<file path="src/rtl/reg_write_arbiter_if.sv">
// Bus between N requesters and the register-bank write arbiter.
//   Req        per-requester write request
//   WrData     packed per-requester write data, requester i at [i*DATA_W +: DATA_W]
//   WrAddr     packed per-requester address, requester i at [i*ADDR_W +: ADDR_W]
//   Grant      one-cycle completion acknowledge (at most one bit high)
//   RegEn      one-hot register load enable
//   RegData    data presented to the register bank
//   Busy       arbiter is mid-transaction
//   WriteCount completed writes, modulo 256
// master: requester/bank side, slave: arbiter side.
interface reg_write_arbiter_if #(
    parameter int unsigned N_REQ  = 4,
    parameter int unsigned DATA_W = 8,
    parameter int unsigned ADDR_W = 2
);
    logic [N_REQ-1:0]          Req;
    logic [N_REQ*DATA_W-1:0]   WrData;
    logic [N_REQ*ADDR_W-1:0]   WrAddr;
    logic [N_REQ-1:0]          Grant;
    logic [(1<<ADDR_W)-1:0]    RegEn;
    logic [DATA_W-1:0]         RegData;
    logic                      Busy;
    logic [7:0]                WriteCount;

    modport master (
        output Req, WrData, WrAddr,
        input  Grant, RegEn, RegData, Busy, WriteCount
    );

    modport slave (
        input  Req, WrData, WrAddr,
        output Grant, RegEn, RegData, Busy, WriteCount
    );
endinterface

</file>
<file path="src/rtl/reg_write_arbiter.sv">
// Round-robin arbiter serialising requester writes into a register bank.
// Each accepted write takes three cycles: IDLE (arbitrate + latch),
// LOAD (RegEn/RegData to the bank), ACK (Grant to the winner).
//   Clk    rising-edge clock
//   Reset  synchronous, active-high
//   bus    reg_write_arbiter_if.slave (Req/WrData/WrAddr in,
//          Grant/RegEn/RegData/Busy/WriteCount out, all registered)
module reg_write_arbiter #(
    parameter int unsigned N_REQ  = 4,
    parameter int unsigned DATA_W = 8,
    parameter int unsigned ADDR_W = 2
) (
    input  logic                 Clk,
    input  logic                 Reset,
    reg_write_arbiter_if.slave   bus
);

    localparam int unsigned IDX_W = (N_REQ > 1) ? $clog2(N_REQ) : 1;
    localparam int unsigned N_REG = 1 << ADDR_W;
    localparam int unsigned CNT_W = 8;

    typedef enum logic [1:0] {
        IDLE = 2'd0,
        LOAD = 2'd1,
        ACK  = 2'd2
    } state_t;

    state_t              state_q, state_d;
    logic [IDX_W-1:0]    ptr_q, ptr_d;
    logic [IDX_W-1:0]    win_q, win_d;
    logic [N_REQ-1:0]    grant_q, grant_d;
    logic [N_REG-1:0]    reg_en_q, reg_en_d;
    logic [DATA_W-1:0]   reg_data_q, reg_data_d;
    logic                busy_q, busy_d;
    logic [CNT_W-1:0]    count_q, count_d;

    logic                found;
    logic [IDX_W-1:0]    pick;
    logic [IDX_W-1:0]    cand;
    logic [DATA_W-1:0]   pick_data;
    logic [ADDR_W-1:0]   pick_addr;

    // Round-robin search: first active request at or above ptr_q, wrapping to 0.
    always_comb begin : rr_pick
        found = 1'b0;
        pick  = ptr_q;
        cand  = ptr_q;
        for (int unsigned k = 0; k < N_REQ; k++) begin
            cand = IDX_W'((32'(ptr_q) + k) % N_REQ);
            if (!found && bus.Req[cand]) begin
                found = 1'b1;
                pick  = cand;
            end
        end
        pick_data = bus.WrData[32'(pick)*DATA_W +: DATA_W];
        pick_addr = bus.WrAddr[32'(pick)*ADDR_W +: ADDR_W];
    end

    // Next state and next registered outputs; the RegEn/RegData registers
    // double as the latch for the winner's address and data.
    always_comb begin : fsm_next
        state_d    = state_q;
        ptr_d      = ptr_q;
        win_d      = win_q;
        grant_d    = '0;
        reg_en_d   = '0;
        reg_data_d = '0;
        busy_d     = 1'b0;
        count_d    = count_q;

        case (state_q)
            IDLE: begin
                if (found) begin
                    state_d    = LOAD;
                    win_d      = pick;
                    reg_en_d   = N_REG'(1) << pick_addr;
                    reg_data_d = pick_data;
                    busy_d     = 1'b1;
                end
            end
            LOAD: begin
                // Completion is committed here so a reset in LOAD leaves no trace.
                state_d = ACK;
                grant_d = N_REQ'(1) << win_q;
                busy_d  = 1'b1;
                count_d = count_q + CNT_W'(1);
                ptr_d   = (win_q == IDX_W'(N_REQ - 1)) ? '0 : win_q + IDX_W'(1);
            end
            ACK: begin
                // Always return to IDLE so a still-high Req must re-arbitrate.
                state_d = IDLE;
            end
            default: begin
                state_d = IDLE;
            end
        endcase
    end

    // State and output registers.
    always_ff @(posedge Clk) begin : fsm_reg
        if (Reset) begin
            state_q    <= IDLE;
            ptr_q      <= '0;
            win_q      <= '0;
            grant_q    <= '0;
            reg_en_q   <= '0;
            reg_data_q <= '0;
            busy_q     <= 1'b0;
            count_q    <= '0;
        end else begin
            state_q    <= state_d;
            ptr_q      <= ptr_d;
            win_q      <= win_d;
            grant_q    <= grant_d;
            reg_en_q   <= reg_en_d;
            reg_data_q <= reg_data_d;
            busy_q     <= busy_d;
            count_q    <= count_d;
        end
    end

    assign bus.Grant      = grant_q;
    assign bus.RegEn      = reg_en_q;
    assign bus.RegData    = reg_data_q;
    assign bus.Busy       = busy_q;
    assign bus.WriteCount = count_q;

endmodule

</file>
<file path="src/flat_wrapper.sv">
// flat-port wrapper written by rule: the top's interface ports become plain ports
module reg_write_arbiter_flat 
#(
    parameter int unsigned N_REQ  = 4,
    parameter int unsigned DATA_W = 8,
    parameter int unsigned ADDR_W = 2
)
  (Clk, Reset, bus_Req, bus_WrData, bus_WrAddr, bus_Grant, bus_RegEn, bus_RegData, bus_Busy, bus_WriteCount);
  reg_write_arbiter_if #(.N_REQ(N_REQ), .DATA_W(DATA_W), .ADDR_W(ADDR_W)) bus_i ();
  input  logic Clk;
  input  logic Reset;
  input wire logic [$bits(bus_i.Req)-1:0] bus_Req;
  input wire logic [$bits(bus_i.WrData)-1:0] bus_WrData;
  input wire logic [$bits(bus_i.WrAddr)-1:0] bus_WrAddr;
  output wire logic [$bits(bus_i.Grant)-1:0] bus_Grant;
  output wire logic [$bits(bus_i.RegEn)-1:0] bus_RegEn;
  output wire logic [$bits(bus_i.RegData)-1:0] bus_RegData;
  output wire logic [$bits(bus_i.Busy)-1:0] bus_Busy;
  output wire logic [$bits(bus_i.WriteCount)-1:0] bus_WriteCount;
  assign bus_i.Req = bus_Req;
  assign bus_i.WrData = bus_WrData;
  assign bus_i.WrAddr = bus_WrAddr;
  assign bus_Grant = bus_i.Grant;
  assign bus_RegEn = bus_i.RegEn;
  assign bus_RegData = bus_i.RegData;
  assign bus_Busy = bus_i.Busy;
  assign bus_WriteCount = bus_i.WriteCount;
  reg_write_arbiter #(.N_REQ(N_REQ), .DATA_W(DATA_W), .ADDR_W(ADDR_W)) u_core (.Clk(Clk), .Reset(Reset), .bus(bus_i));
endmodule
</file>
<file path="config.mk">
export PLATFORM = sky130hd
export DESIGN_NAME = reg_write_arbiter_flat
export DESIGN_NICKNAME = d
export VERILOG_FILES = /design/src/rtl/reg_write_arbiter_if.sv /design/src/rtl/reg_write_arbiter.sv /design/src/flat_wrapper.sv
export SDC_FILE = /design/constraint.sdc
export NUM_CORES = 1
export LEC_CHECK = 0
export CORE_ASPECT_RATIO = 0.75
export CORE_MARGIN = 2
export CORE_UTILIZATION = 24
export CTS_CLUSTER_SIZE = 10
export DETAILED_ROUTE_END_ITERATION = 8
export DONT_BUFFER_PORTS = 1
export GPL_TIMING_DRIVEN = 0
export PLACE_DENSITY = 0.33
export SLEW_MARGIN = 20
export SYNTH_ARGS = -nofsm -noshare
export SYNTH_HDL_FRONTEND = slang
export SYNTH_SLANG_ARGS = --single-unit
</file>
<file path="constraint.sdc">
create_clock -name Clk -period 5.41 [get_ports Clk]
set_clock_uncertainty 0.2 [all_clocks]
set_input_delay 0 -clock Clk [delete_from_list [all_inputs] [get_ports Clk]]
set_output_delay 0 -clock Clk [all_outputs]
set_load 0.005 [all_outputs]
</file>
==> flow_summary_export.csv, run 1 <==
group,metric,value,unit
run_status,status,"complete, no violations",
routing,final_antenna_net_count,0,
routing,drc,0,
routing,routedWlPerCell,13.8,um
timing,fin_crit,3.58,ns
logic_synthesis,ys_seq_area_share,43.9,%
floorplanning,pin_count,71,
timing,rsz0062_at_grt,"no",
floorplanning,core_area,5740,um^2
setup_path,worstPathRequired,5.43,ns
setup_path,arrival,3.60,ns
clocking,clkLatencyLatePin,0.28,ns
floorplanning,num_rows,24,
timing,timing_hold_violations_final,0,
global_route,grt_pass1_wl,6000,um
logic_synthesis,synth_flop_cell,"dfxtp_1",
timing,hold-worst-slack,0.00111,ns
routing,wl_met1,1590,um
logic_synthesis,netlist_instances,145,
logic_synthesis,syn_area,1410,um^2
run,maxCapViolCount,0,
timing,finalWorstSetupSlack,1.83,ns
logic_synthesis,synth_nets,193,
logic_synthesis,ys_seq_elements,31,
logic_synthesis,avgSynthCellArea,9.74,um^2
power,p_leak,0.779,nW
clocking,cts_buffers,5,
logic_synthesis,ys_types,34,
timing,setup_viol,0,
power,p_per_area,305,nW/um^2
layout,post-route-cell-area,1980,um^2
routing,wl_met3,241,um
timing,min_period_over_period,66.1,%
clocking,root_buffer,"clkbuf_8",
logic_synthesis,synthArstFlopShare,0,%
placed_design,place_area,1510,um^2
placed_design,routabilityCongestion,0.719,
timing,relSlewSlack,63.3,%
routing,first_pass_iters,4,
timing,drv_slew,0,
global_route,grt_max_degree,11,
layout,antenna_cells,0,
clocking,cts_tree,"built",
setup_path,start_kind,"flop",
logic_synthesis,synth_edf_count,0,
setup_path,path_class,"reg2reg",
routing,vias,1200,
placed_design,portBuffers,0,
floorplanning,die_w,92.6,um
floorplanning,initial_core_util,24.6,%
clocking,clk_pin_slew,0.06,ns
global_route,grt_overflow_total,0,
clocking,post_cts_resized,0,
clocking,cts.sinks,31,
routing,wl,3670,um
clocking,htreeDepth,2,
routing,drt-initial-drc-count,18,
layout,final_nets,235,
layout,fin_cells,266,
global_route,antenna_found_initial,0,
global_route,track_usage,11.8,%
placed_design,pre_cts_ws,3.30,ns
power,peakVddDrop,0.154,mV
setup_path,endpoint_kind,"flop",
timing,fmax,280,MHz
timing,worst_pin_slew,0.546,ns
clocking,clk_path_buf_depth,2,
global_route,first_global_vias,1254,
routing,wl_met2,1790,um
placed_design,place_hpwl,2590,um
layout,area_growth,40.0,%
routing,highest-signal-layer,"met4",
routing,vias_per_cell,4.51,
floorplanning,die_y,70.4,um
floorplanning,dieArea,6520,um^2
setup_path,worstPathMaxFanout,10,
timing,tns,0,ns
layout,drive_above_1_share,10.6,%
placed_design,dpl.cell_count,223,
min_path,holdCritPathClass,"in2reg",
logic_synthesis,ys_warn_count,0,
## registers in the layout, indices dropped and copies added, names as in the netlist
register               flops
u_core.win_q               2
u_core.state_q             2
u_core.bus.WriteCount      8
u_core.ptr_q               2
u_core.bus.Busy            1
u_core.bus.RegEn           4
u_core.bus.RegData         8
u_core.bus.Grant           4
## worst max-delay path: stages (launching register included)
cell and delay [ns]:
dfxtp_1 0.45, nor3b_2 0.20, o22ai_1 0.11, a2bb2oi_2 0.18, buf_6 0.18, mux2i_1 0.08
dlygate4sd3_1 0.56, mux2_2 0.28, dlygate4sd3_1 0.60, nor3_2 0.14, dlygate4sd3_1 0.55
## kinds of logic (layout without fill, tap and decap cells)
logic type	count (synthesis)	after routing	share of synthesized area, %
flip-flops	31	31	43.9
adder cells (fa/ha/maj)	2	2	1.77
multiplexers	16	16	11.4
buffers and inverters	13	56	4.96
XOR/XNOR	7	7	4.34
AND/OR/NAND/NOR	49	49	19.4
AO/OA/AOI/OAI	27	27	14.2
## area by class of cell
cell class | instances | area [um^2]
Clock inverter | 2 | 35.0
Buffer | 8 | 51.3
Sequential cell | 31 | 621
Inverter | 5 | 18.8
Clock buffer | 6 | 82.6
Timing Repair Buffer | 35 | 350
Tap cell | 78 | 97.6
Multi-Input combinational cell | 101 | 722
Fill cell | 578 | 3760
## where the power goes
part / total, W / switching, W / internal (W)
registers: 0.000257 / 0.0000125 / 0.000244
clock network: 0.000234 / 0.0000847 / 0.000149
logic: 0.000114 / 0.0000513 / 0.0000623
total: 0.000604 / 0.000149 / 0.000456
## cell usage in the layout, fill, tap and decap left out, types with 2 or more instances in the layout
master	netlist	layout
nand3_1	2	2
a21oi_1	5	5
ha_1	2	2
clkbuf_8	0	6
nor4_1	2	2
dlygate4sd3_1	0	35
nor3b_2	2	2
inv_1	5	5
xor2_1	6	6
a211oi_1	17	17
and3_1	3	3
dfxtp_1	31	31
clkbuf_1	3	3
mux2i_1	15	15
nor2b_1	9	9
nand2_1	6	6
nand4_1	2	2
buf_6	2	2
buf_2	2	2
nor2_1	14	14
nor3_1	2	2
## layer usage
metal	vias up	global-route usage, %
li1	599	-
met1	560	14.5
met2	37	19.2
met3	4	3.67
met4	0	4.48
met5	-	0
## through the flow
| step | utilization, % | power [W] |
|---|---|---|
| 2_1_floorplan | - | 0.000326 |
| 6_report | 34.5 | 0.000604 |
| 5_1_grt | 34.5 | 0.000637 |
| 3_3_place_gp | 26.3 | 0.000344 |
| 3_5_place_dp | 26.3 | 0.000345 |
| 4_1_cts | 34.5 | 0.000612 |
## final timing paths
check	end	slack, ns	depth (start not counted)	startpoint
hold / removal	u_core.bus.RegEn[3]$_SDFF_PP0_	0.001	3	bus_WrAddr[3]
setup reg to reg	u_core.bus.RegEn[1]$_SDFF_PP0_	1.83	10	u_core.ptr_q[1]$_SDFFE_PP0N_
setup / recovery	u_core.bus.RegEn[1]$_SDFF_PP0_	1.83	10	u_core.ptr_q[1]$_SDFFE_PP0N_
hold reg to reg	u_core.bus.WriteCount[1]$_SDFFE_PP0N_	0.33	2	u_core.bus.WriteCount[1]$_SDFFE_PP0N_
## synthesized netlist by cell type (2+ instances only)
cell type	n	area, um^2
nor4_1	2	12.5
nand2_1	6	22.5
a21oi_1	5	25.0
clkbuf_1	3	11.3
nor3_1	2	10.0
and3_1	3	18.8
mux2i_1	15	150
inv_1	5	18.8
nand4_1	2	12.5
xor2_1	6	52.6
dfxtp_1	31	621
nor3b_2	2	25.0
nor2b_1	9	56.3
buf_6	2	22.5
nand3_1	2	10.0
buf_2	2	10.0
nor2_1	14	52.6
a211oi_1	17	128
ha_1	2	25.0
## repair_timing
item / in CTS / in global routing
hold endpoints to repair: 17 / 0
hold buffers: 35 / 0
setup buffers: 0 / 0
Note: power is estimated with default switching activity, not from simulation.
==> run 2: changes to the inputs <==
--- a/config.mk
+++ b/config.mk
@@ -12,7 +12,7 @@
 export DETAILED_ROUTE_END_ITERATION = 8
 export DONT_BUFFER_PORTS = 1
 export GPL_TIMING_DRIVEN = 0
-export PLACE_DENSITY = 0.33
+export PLACE_DENSITY = 0.34
 export SLEW_MARGIN = 20
 export SYNTH_ARGS = -nofsm -noshare
 export SYNTH_HDL_FRONTEND = slang
==> constraint.sdc (replaced) <==
create_clock -name Clk -period 3 [get_ports Clk]
set_clock_uncertainty 0.2 [all_clocks]
set_input_delay 0 -clock Clk [delete_from_list [all_inputs] [get_ports Clk]]
set_output_delay 0 -clock Clk [all_outputs]
set_load 0.005 [all_outputs]
==> run 2 against run 1 <==
Net effect: cell count grew 0.38%; routed wire length grew 2.0%; total power grew 71%; core utilization shrank 0.11 points; combinational power grew 81%; clock-buffer cell count grew 2.
==> flow_summary_export.csv, run 2 (synthesis results as in run 1) <==
group,metric,value,unit
setup_path,worst-path-stages,8,
setup_path,cp-startpoint,"u_core.ptr_q[1]$_SDFFE_PP0N_",
floorplanning,die_w,92.6,um
timing,tns,0,ns
timing,worst_pin_slew,0.605,ns
setup_path,start_kind,"flop",
floorplanning,num_rows,24,
layout,layout.cells.most_common,"dlygate4sd3_1",
layout,area_growth,39.6,%
floorplanning,pin_count,71,
setup_path,worstPathRequired,3.03,ns
layout,layout_common_cells,"dlygate4sd3_1 (36), dfxtp_1 (30), a211oi_1 (17)",
routing,vias,1214,
routing,final_antenna_net_count,0,
setup_path,arrival,2.87,ns
placed_design,dpl.cell_count,223,
layout,drive_above_1_share,10.6,%
timing,setup_viol,0,
min_path,min_from,"bus_Req[2]",
global_route,use_met3,3.34,%
setup_path,critical_path.top_delay_family,"buffers and inverters",
timing,hold-worst-slack,0.163,ns
timing,fmax,352,MHz
global_route,grt_use_met2,19.2,%
layout,antenna_cells,0,
layout,fin_cells,267,
power,p_leak,0.770,nW
timing,fin_crit,2.84,ns
setup_path,r2r_end,"u_core.bus.RegData[4]$_SDFF_PP0_",
placed_design,portBuffers,0,
global_route,antenna_found_initial,0,
floorplanning,dieArea,6520,um^2
setup_path,r2r-start,"u_core.ptr_q[1]$_SDFFE_PP0N_",
clocking,cts_buffers,5,
placed_design,place_hpwl,2590,um
routing,vias_per_cell,4.55,
run,maxCapViolCount,0,
global_route,track_usage,12.4,%
timing,rsz0062_at_grt,"no",
global_route,first_global_vias,1250,
setup_path,path_class,"reg2reg",
setup_path,endpoint_kind,"flop",
global_route,grt_max_degree,11,
setup_path,r2r_cells,8,
clocking,cts_tree,"built",
clocking,clk_path_buf_depth,2,
setup_path,critPathBufInv,3,
global_route,use_met1,15.8,%
timing,min_period_over_period,94.6,%
timing,drv_slew,0,
routing,routedWlPerCell,14.0,um
routing,drc,0,
layout,fillers,607,
layout,fin_util,34.4,%
setup_path,worstPathMaxFanout,10,
run_status,status,"complete, no violations",
clocking,post_cts_buffers,0,
clocking,root_buffer,"clkbuf_8",
floorplanning,initial_core_util,24.6,%
setup_path,worstPathCellList,"nor3b_2 > o22ai_1 > a2bb2oi_2 > buf_4 > mux2i_1 > dlygate4sd3_1 > a211oi_1 > dlygate4sd3_1",
timing,relSlewSlack,59.3,%
setup_path,r2r_slack,0.16,ns
setup_path,cp_slowest_cell,"dlygate4sd3_1",
min_path,holdCritPathClass,"in2reg",
setup_path,crit_end,"u_core.bus.RegData[4]$_SDFF_PP0_",
clocking,clkLatencyLatePin,0.28,ns
clocking,clk_pin_slew,0.06,ns
layout,final_nets,236,
setup_path,cpMostUsedCell,"dlygate4sd3_1",
timing,timing_hold_violations_final,0,
clocking,cts.sinks,31,
power,p_per_area,522,nW/um^2
routing,wl,3740,um
global_route,grt.busiest_layer,"met2",
routing,drt-initial-drc-count,34,
power,peakVddDrop,0.146,mV
floorplanning,die_y,70.4,um
global_route,grt_pass1_wl,6230,um
placed_design,routabilityCongestion,0.731,
routing,first_pass_iters,3,
setup_path,max_stage_delay,0.57,ns
clocking,htreeDepth,2,
global_route,grt_overflow_total,0,
floorplanning,core_area,5740,um^2
[run 2: tightest hold or removal path, cell delays in order]
cell,delay (ns)
a22o_1,0.11
a21oi_2,0.15
mux2i_1,0.21
nor3_2,0.12
[run 2: how the worst min path moves through the flow]
stage	to	depth (start not counted)
2_1_floorplan	u_core.bus.RegData[0]$_SDFF_PP0_	2
3_3_place_gp	u_core.bus.RegData[2]$_SDFF_PP0_	2
3_5_place_dp	u_core.bus.RegData[2]$_SDFF_PP0_	2
4_1_cts	u_core.bus.RegEn[1]$_SDFF_PP0_	4
5_1_grt	u_core.bus.RegEn[1]$_SDFF_PP0_	4
6_report	u_core.bus.RegEn[1]$_SDFF_PP0_	4
[run 2: report_power, final]
group / internal (W) / switching, W
sequential: 0.000441 / 0.0000231
combinational: 0.000113 / 0.0000930
clock: 0.000209 / 0.000151
total: 0.000763 / 0.000267
[run 2: timing repair]
action / in CTS / in global routing
hold endpoints to repair: 17 / 0
setup endpoints to repair: 0 / 7
hold buffers: 36 / 0
gates resized for setup: 0 / 1
[run 2: through the flow]
step	power, W	cell area [um^2]	setup WS [ns]
floorplan	0.000587	1410	1.17
global placement	0.000620	1510	0.891
detailed placement	0.000624	1510	0.816
CTS	0.00105	1970	0.0984
global route	0.00109	1970	0.0275
finish	0.00103	1970	0.161
[run 2: cell type report]
type / count / area (um^2) / share of cell area [%]
Buffer: 8 / 51.3 / 2.60
Clock buffer: 8 / 100 / 5.08
Inverter: 5 / 18.8 / 0.952
Multi-Input combinational cell: 101 / 722 / 36.6
Sequential cell: 31 / 622 / 31.5
Tap cell: 78 / 97.6 / 4.95
Timing Repair Buffer: 36 / 360 / 18.3
[run 2: routing by layer]
metal | share of wire, % | vias to the layer above
met5 | 0 | -
met4 | 1.4 | 0
met3 | 5.1 | 6
met2 | 46 | 31
met1 | 47 | 574
li1 | - | 603
==> run 3: changes to the inputs <==
--- a/config.mk
+++ b/config.mk
@@ -6,7 +6,7 @@
 export NUM_CORES = 1
 export LEC_CHECK = 0
 export CORE_ASPECT_RATIO = 0.75
-export CORE_MARGIN = 2
+export CORE_MARGIN = 4
 export CORE_UTILIZATION = 24
 export CTS_CLUSTER_SIZE = 10
 export DETAILED_ROUTE_END_ITERATION = 8
==> run 3 against run 2 <==
Net effect: sequential share of layout area decreased by 0.43 points; clock power increased by 16%; hold slack improved by 0.0065 ns; register-to-register slack about the same; cell count decreased by 0.75%; routed wire length increased by 11%; clock-buffer cell count decreased by 2; largest cell class unchanged.
==> flow_summary_export.csv, run 3 (synthesis results as in run 1) <==
group,metric,value,unit
floorplanning,dieArea,7190,um^2
placed_design,place_hpwl,2850,um
setup_path,worstPathRequired,2.97,ns
timing,worst_pin_slew,0.551,ns
clocking,clk_path_buf_depth,2,
global_route,grt_max_degree,11,
layout,fin_util,36.2,%
setup_path,start_kind,"flop",
layout,drive_above_1_share,11.1,%
timing,fmax,353,MHz
clocking,cts_tree,"built",
timing,relSlewSlack,63.3,%
layout,seq_area,622,um^2
power,peakVddDrop,0.244,mV
placed_design,dpl.cell_count,220,
min_path,holdCritPathClass,"in2reg",
floorplanning,die_y,74.4,um
power,p_per_area,547,nW/um^2
layout,final_nets,237,
run_status,status,"complete, no violations",
global_route,grt_overflow_total,0,
routing,final_antenna_net_count,0,
layout,antenna_cells,0,
timing,tns,0,ns
layout,layout_common_cells,"dlygate4sd3_1 (37), dfxtp_1 (30), a211oi_1 (17)",
clocking,clk_pin_slew,0.07,ns
timing,drv_slew,0,
routing,vias,1226,
routing,routedWlPerCell,15.6,um
clocking,htreeDepth,2,
floorplanning,pin_count,71,
floorplanning,die_w,96.6,um
global_route,track_usage,11.9,%
placed_design,portBuffers,0,
setup_path,endpoint_kind,"flop",
run,maxCapViolCount,0,
floorplanning,initial_core_util,25.6,%
global_route,antenna_found_initial,0,
timing,setup_viol,0,
power,p_leak,0.785,nW
routing,vias_per_cell,4.63,
layout,fin_cells,265,
clocking,clkLatencyLatePin,0.28,ns
layout,multi_input_area,722,um^2
setup_path,path_class,"reg2reg",
global_route,first_global_vias,1326,
routing,first_pass_iters,4,
layout,fillers,552,
routing,drt-initial-drc-count,41,
timing,rsz0062_at_grt,"no",
routing,drc,0,
clocking,cts.sinks,31,
layout,layout.cells.most_common,"dlygate4sd3_1",
timing,timing_hold_violations_final,0,
floorplanning,num_rows,23,
clocking,root_buffer,"clkbuf_8",
floorplanning,core_area,5530,um^2
timing,min_period_over_period,94.4,%
timing,fin_crit,2.83,ns
placed_design,routabilityCongestion,0.714,
clocking,cts_buffers,5,
routing,wl,4140,um
setup_path,worstPathMaxFanout,10,
setup_path,arrival,2.80,ns
layout,area_growth,41.5,%
global_route,grt_pass1_wl,6390,um
clocking,post_cts_buffers,0,
==> run 3: layout make-up <==
type	instances	area share [%]
Clock buffer	6	4.13
Clock inverter	2	1.75
Timing Repair Buffer	37	18.5
Inverter	5	0.939
Tap cell	75	4.69
Multi-Input combinational cell	101	36.1
Sequential cell	31	31.1
Buffer	8	2.75
==> run 3: report_power, final <==
part,internal [W],leakage (nW),switching [W]
combinational,0.000115,0.470,0.0000962
sequential,0.000441,0.254,0.0000230
clock,0.000268,0.0612,0.000149
==> run 3: critical path: stages (launching register included) <==
cell,delay (ns)
dfxtp_2,0.39
nor3b_2,0.18
o22ai_1,0.11
a2bb2oi_2,0.23
buf_6,0.20
mux2i_1,0.21
dlygate4sd3_1,0.57
a211oi_1,0.06
dlygate4sd3_1,0.56
==> run 3: timing repair <==
| item | 4_1_cts | 5_1_grt |
|---|---|---|
| setup endpoints to repair | 0 | 7 |
| resized for setup | 0 | 2 |
| hold buffers | 37 | 0 |
| hold endpoints to repair | 17 | 0 |
==> run 3: per-stage QoR <==
| stage | worst slack [ns] | cell area (um^2) | hold slack [ns] | power (W) |
|---|---|---|---|---|
| final | 0.169 | 2000 | 0.169 | 0.00109 |
| after detailed placement | 0.856 | 1510 | 0.0546 | 0.000626 |
| after global placement | 0.929 | 1510 | 0.0542 | 0.000620 |
| after floorplan | 1.17 | 1410 | 0.0393 | 0.000587 |
| after global routing | 0.00634 | 2000 | 0.215 | 0.00115 |
| after CTS | 0.0463 | 1990 | 0.174 | 0.00111 |
==> run 3: worst paths after layout <==
path / start / to / cells past startpoint / slack, ns
setup / recovery: u_core.ptr_q[1]$_SDFFE_PP0N_ / u_core.bus.RegData[1]$_SDFF_PP0_ / 8 / 0.17
hold / removal: bus_Req[2] / u_core.bus.RegEn[1]$_SDFF_PP0_ / 4 / 0.17
setup reg to reg: u_core.ptr_q[1]$_SDFFE_PP0N_ / u_core.bus.RegData[1]$_SDFF_PP0_ / 8 / 0.17
hold reg to reg: u_core.ptr_q[1]$_SDFFE_PP0N_ / u_core.ptr_q[1]$_SDFFE_PP0N_ / 2 / 0.31
==> run 3: routing by layer <==
layer | routed length (um) | vias up | global-route usage (%) | share of wire (%)
met2 | 1900 | 50 | 19.2 | 46
met3 | 364 | 11 | 4.65 | 8.8
met1 | 1760 | 558 | 13.6 | 42
met5 | 0 | - | 0 | 0
li1 | - | 607 | - | -
met4 | 114 | 0 | 6.38 | 2.8
